File: src/rtl/irq_ctrl_pkg.sv
// rtl/irq_ctrl_pkg.sv - shared register offsets and state type for the interrupt controller
//   No ports. Provides byte offsets of the register block and the controller state enum.
package irq_ctrl_pkg;

  // Byte offsets inside the 32-byte register window.
  localparam logic [4:0] OFS_ENABLE  = 5'h00;
  localparam logic [4:0] OFS_PENDING = 5'h04;
  localparam logic [4:0] OFS_CAUSE   = 5'h08;
  localparam logic [4:0] OFS_EOI     = 5'h0C;
  localparam logic [4:0] OFS_TRIGGER = 5'h10;

  typedef enum logic [1:0] {
    IDLE    = 2'd0,
    REQ     = 2'd1,
    SERVICE = 2'd2
  } irq_state_t;

endpackage

File: src/rtl/irq_prio_enc.sv
// rtl/irq_prio_enc.sv - lowest-index-wins priority encoder
//   req : NSRC request bits, bit 0 has highest priority
//   any : at least one request bit set
//   idx : index of the lowest set bit (0 when none)
module irq_prio_enc #(
  parameter int NSRC = 4
) (
  input  logic [NSRC-1:0] req,
  output logic            any,
  output logic [3:0]      idx
);

  always_comb begin
    any = |req;
    idx = 4'd0;
    // Scan downwards so the last assignment is the lowest set index.
    for (int i = NSRC - 1; i >= 0; i--) begin
      if (req[i]) idx = 4'(i);
    end
  end

endmodule

File: src/rtl/irq_ctrl.sv
// rtl/irq_ctrl.sv - memory-mapped interrupt controller with claim / end-of-interrupt handshake
//   clk, reset     : clock, asynchronous active-low reset
//   rd, wr         : bus read / write strobes
//   addr, wdata    : bus byte address and write data
//   rdata          : combinational read data (0 unless a read hits a register)
//   irq_src        : raw interrupt requests, synchronous to clk
//   irqout         : registered interrupt request to the core, high exactly while in REQ
module irq_ctrl
  import irq_ctrl_pkg::*;
#(
  parameter int          NSRC      = 4,
  parameter logic [31:0] BASE_ADDR = 32'h4000_0040
) (
  input  logic            clk,
  input  logic            reset,
  input  logic            rd,
  input  logic            wr,
  input  logic [31:0]     addr,
  input  logic [31:0]     wdata,
  output logic [31:0]     rdata,
  input  logic [NSRC-1:0] irq_src,
  output logic            irqout
);

  localparam logic [26:0] BASE_HI     = BASE_ADDR[31:5];
  localparam logic [2:0]  SEL_ENABLE  = OFS_ENABLE[4:2];
  localparam logic [2:0]  SEL_PENDING = OFS_PENDING[4:2];
  localparam logic [2:0]  SEL_CAUSE   = OFS_CAUSE[4:2];
  localparam logic [2:0]  SEL_EOI     = OFS_EOI[4:2];
  localparam logic [2:0]  SEL_TRIGGER = OFS_TRIGGER[4:2];

  irq_state_t      state_q, state_d;
  logic [NSRC-1:0] enable_q, pending_q, trigger_q, src_q;
  logic [NSRC-1:0] enable_d, pending_d, trigger_d;
  logic [NSRC-1:0] eligible, rise, w1c_mask, claim_mask;
  logic [3:0]      cur_src, win_idx;
  logic            win_any, hit, claim, eoi;
  logic [2:0]      sel;
  logic            unused_bits;

  assign unused_bits = ^{addr[1:0], wdata[31:NSRC]};

  assign hit      = (addr[31:5] == BASE_HI);
  assign sel      = addr[4:2];
  assign eligible = pending_q & enable_q;
  assign rise     = irq_src & ~src_q;

  irq_prio_enc #(.NSRC(NSRC)) u_prio (
    .req (eligible),
    .any (win_any),
    .idx (win_idx)
  );

  assign claim = rd && hit && (sel == SEL_CAUSE) && (state_q == REQ) && win_any;
  assign eoi   = wr && hit && (sel == SEL_EOI) && (state_q == SERVICE);

  assign w1c_mask   = (wr && hit && (sel == SEL_PENDING)) ? wdata[NSRC-1:0] : '0;
  assign claim_mask = claim ? (NSRC'(1) << win_idx) : '0;
  assign enable_d   = (wr && hit && (sel == SEL_ENABLE)) ? wdata[NSRC-1:0] : enable_q;
  assign trigger_d  = (wr && hit && (sel == SEL_TRIGGER)) ? wdata[NSRC-1:0] : trigger_q;

  // Edge bits: a new rising edge wins over a same-cycle clear. Level bits follow the input.
  assign pending_d = (trigger_q & (rise | (pending_q & ~(w1c_mask | claim_mask))))
                   | (~trigger_q & irq_src);

  always_comb begin
    state_d = state_q;
    case (state_q)
      IDLE:    if (win_any) state_d = REQ;
      // Leaving REQ looks at next-cycle eligibility so a mask write or W1C drops
      // irqout on the very next edge.
      REQ: begin
        if (claim) state_d = SERVICE;
        else if ((pending_d & enable_d) == '0) state_d = IDLE;
      end
      SERVICE: if (eoi) state_d = IDLE;
      default: state_d = IDLE;
    endcase
  end

  always_ff @(posedge clk or negedge reset) begin
    if (!reset) begin
      state_q <= IDLE;
      irqout  <= 1'b0;
    end else begin
      state_q <= state_d;
      irqout  <= (state_d == REQ);
    end
  end

  always_ff @(posedge clk or negedge reset) begin
    if (!reset) begin
      enable_q  <= '0;
      pending_q <= '0;
      trigger_q <= '0;
      src_q     <= '0;
      cur_src   <= 4'd0;
    end else begin
      enable_q  <= enable_d;
      pending_q <= pending_d;
      trigger_q <= trigger_d;
      src_q     <= irq_src;
      if (claim) cur_src <= win_idx;
    end
  end

  always_comb begin
    rdata = 32'd0;
    if (rd && hit) begin
      case (sel)
        SEL_ENABLE:  rdata = 32'(enable_q);
        SEL_PENDING: rdata = 32'(pending_q);
        SEL_TRIGGER: rdata = 32'(trigger_q);
        SEL_CAUSE: begin
          if (claim) rdata = {1'b1, 27'd0, win_idx};
          else if (state_q == SERVICE) rdata = {28'd0, cur_src};
        end
        default: rdata = 32'd0;
      endcase
    end
  end

endmodule

File: config.mk
export PLATFORM = sky130hd
export DESIGN_NAME = irq_ctrl
export DESIGN_NICKNAME = d
export VERILOG_FILES = /design/src/rtl/irq_ctrl_pkg.sv /design/src/rtl/irq_prio_enc.sv /design/src/rtl/irq_ctrl.sv
export SDC_FILE = /design/constraint.sdc
export NUM_CORES = 1
export LEC_CHECK = 0
export BUFFER_PORTS_ARGS = -buffer_cell sky130_fd_sc_hd__buf_4
export CAP_MARGIN = 15
export CORE_AREA = 2 2 74 69
export DETAILED_ROUTE_END_ITERATION = 10
export DIE_AREA = 0 0 76 71
export PLACE_DENSITY = 0.83
export SLEW_MARGIN = 5
export SYNTH_ARGS = -nofsm -noshare
export SYNTH_HDL_FRONTEND = slang
export SYNTH_HIERARCHICAL = 1
export SYNTH_SLANG_ARGS = --single-unit
File: constraint.sdc
create_clock -name clk -period 1.9 [get_ports clk]
set_clock_uncertainty 0.1 [all_clocks]
set_input_delay 0.285 -clock clk [delete_from_list [all_inputs] [get_ports clk]]
set_output_delay 0.285 -clock clk [all_outputs]
set_load 0.02 [all_outputs]
==> run metrics <==
Pwr Total 1.07 mW; P_leak 1.31 nW; Avg Cell Area, Syn 9.50 um^2; highest metal used met4; post-DP HPWL 3.70 mm; most frequent cells in the layout buf_4, conb_1, dfrtp_1; CP Capture Type output port; largest net degree at the start of global routing 24; Hold WS 0.0179 ns; maximum fanout along the worst path 3; failing checks setup timing; post-place setup slack -0.300 ns; final WL 5.04 mm; fmax 418 MHz; Port Buffers 47; Worst EP required 1.51 ns; Slew headroom 64.6%; Worst-path clk slew 0.09 ns; endpoints failing setup 14; type of the most critical hold path in2reg; warnings from Yosys 6; commonest non-fill, non-tap cell in the layout buf_4; synth unique cells 57; CP startpoint kind flip-flop; Final Hold Viols 0; layout cells sized above 1 53.5%; ratio of final minimum period to clock period 126%; ANT nets after route 0; Mapped Area 0.00180 mm^2; top_reg_cell synth dfrtp_1; Seq pwr share 46.9%; # DRC 0; Crit Path Class reg2out; met2 wire length 2.67 mm; FF+latch count, synth 23; CTS Sinks 23; max-cap viol count 0; clock root cell clkbuf_8; Core Region 0.00465 mm^2; Nets 359; FP Rows 24; Syn Inst Count 190; CP arrival 2.01 ns; Finished Layout Cells 351; Comb power frac 22.9%; Die ar. 0.00540 mm^2; Avg Vias per Cell 4.92; Pre-antenna DRT Iters 4; io pins 105; Met3 Wirelength 259 um; antenna violations before repair 0; Total GRT Usage 17.9%; pwr/cell area 396 mW/mm^2; Sw Share 29.2%; depth of the CTS H-tree 1; status finished with violations; M1 WL 2.03 mm; IR drop worst, VDD 0.378 mV; switching pwr 312 uW; RSZ-0062 raised after global routing yes; fillers 397; Final min period 2.39 ns; CTS Buf Count 3; worst slew pin tran 0.528 ns; CTS tree built; total grt overflow 0; P_int 756 uW; clk_lat worst skew 0.27 ns; n_diodes 0; Worst Setup Slack, final -0.494 ns; Seq/Total Area, Yosys 31.9%; vias in the first global route 1,661; critical path startpoint pending_q[3]; area share of the largest cell type after synthesis 31.9%; area delta synth->final 49.6%; cell area after layout 0.00270 mm^2; DR WL/cell 14.4 um; Clock Path Buffers 2; first-iteration detailed-routing DRC count 82; cell taking the most area after synthesis dfrtp_1; Slew Viols, Final 0; Async S/R FF share, synth 100%; vias 1,727; placed insts 335; main area contributors after synthesis dfrtp_1, buf_4, nor2_1, mux2_2, nand2_1; Die X 76 um; worst hold start irq_src[0]; Clk pwr share 30.2%; chip height 71 um; Placer Congestion 0.919; global-route wire length before repair 7.76 mm; number of flops mapped to enable cells by yosys 0; Post-DP Area 0.00239 mm^2; worst r2r src enable_q[0]; starting density of the core 38.8%
worst paths after layout:
path	end	slack [ns]	cells after the start
max in group asynchronous	src_q[1]	1.14	2
min	src_q[0]	0.02	1
max reg2reg	state_q[0]	-0.32	10
max	rdata[0]	-0.49	10
min in group asynchronous	pending_q[3]	0.33	2
min reg2reg	cur_src[0]	0.41	1
cell usage after synthesis, types with 2 or more instances:
| cell type | number |
|---|---|
| buf_4 | 32 |
| dfrtp_1 | 23 |
| nor2_1 | 19 |
| nand2_1 | 17 |
| a21oi_1 | 11 |
| mux2_2 | 6 |
| and2_1 | 5 |
| a22o_1 | 4 |
| mux2_1 | 4 |
| mux2i_1 | 4 |
| nand3_1 | 4 |
| inv_1 | 3 |
| nand2b_1 | 3 |
| nor3_1 | 3 |
| o21ai_0 | 3 |
| conb_1 | 2 |
| nor2b_1 | 2 |
| nor4_2 | 2 |
| nor4_4 | 2 |
| nor4b_4 | 2 |
| o311ai_1 | 2 |
| or2_2 | 2 |
what timing repair did:
item,in CTS,in global routing
hold buffers,1,0
setup buffers,7,6
endpoints found under the setup margin,13,18
resized for setup,22,21
pin swaps,13,14
cloned,0,0
hold endpoints to repair,23,0
state kept, by name (all words and copies together), names as in the netlist:
signal / count
cur_src: 4
enable_q: 4
pending_q: 4
src_q: 4
trigger_q: 4
state_q: 2
irqout: 1
worst max-delay path: stages, from the launching register on:
cell and delay (ns):
dfrtp_1 0.39, and2_4 0.17, nor2_4 0.12, nand2_2 0.09
and4b_2 0.24, nand2_2 0.10, nor3_4 0.06, a22o_1 0.22
a21oi_2 0.15, nor2_2 0.05, buf_6 0.15
final cells by class:
class	instances	area [um^2]	share of cell area (%)
Multi-Input combinational cell	158	1210	44.7
Timing Repair Buffer	98	776	28.7
Sequential cell	23	576	21.3
Tap cell	65	81.3	3.01
Clock buffer	3	41.3	1.53
Inverter	3	11.3	0.417
Clock inverter	1	7.51	0.278
routing by layer:
layer  global-route usage, %  vias up
li1                        -      823
met1                    20.7      840
met2                    32.7       56
met3                    4.21        8
met4                    6.26        0
met5                       0        -
cells by family (layout without fill, tap and decap cells):
logic type | Yosys count | count (layout) | share of synthesized area, %
buffers and inverters | 36 | 105 | 14.6
AO/OA/AOI/OAI | 37 | 37 | 14.6
flip-flops | 23 | 23 | 31.9
AND/OR/NAND/NOR | 77 | 77 | 29.3
other | 2 | 29 | 0.416
multiplexers | 15 | 15 | 9.29
per-stage QoR:
| step | utilization, % | setup TNS (ns) |
|---|---|---|
| 2_1_floorplan | - | -0.478 |
| 3_3_place_gp | 51.3 | -2.46 |
| 3_5_place_dp | 51.3 | -3.17 |
| 4_1_cts | 55.1 | -2.96 |
| 5_1_grt | 58.0 | -4.03 |
| 6_report | 58.0 | -3.05 |
power by group through the flow:
stage	combinational [mW]	clock [mW]	sequential [mW]
after floorplan	0.143	0	0.511
after global placement	0.219	0	0.510
after detailed placement	0.222	0	0.511
after global routing	0.262	0.350	0.502
final	0.244	0.323	0.501
after CTS	0.227	0.328	0.501
No activity file was read; power rests on OpenSTA's default activity.
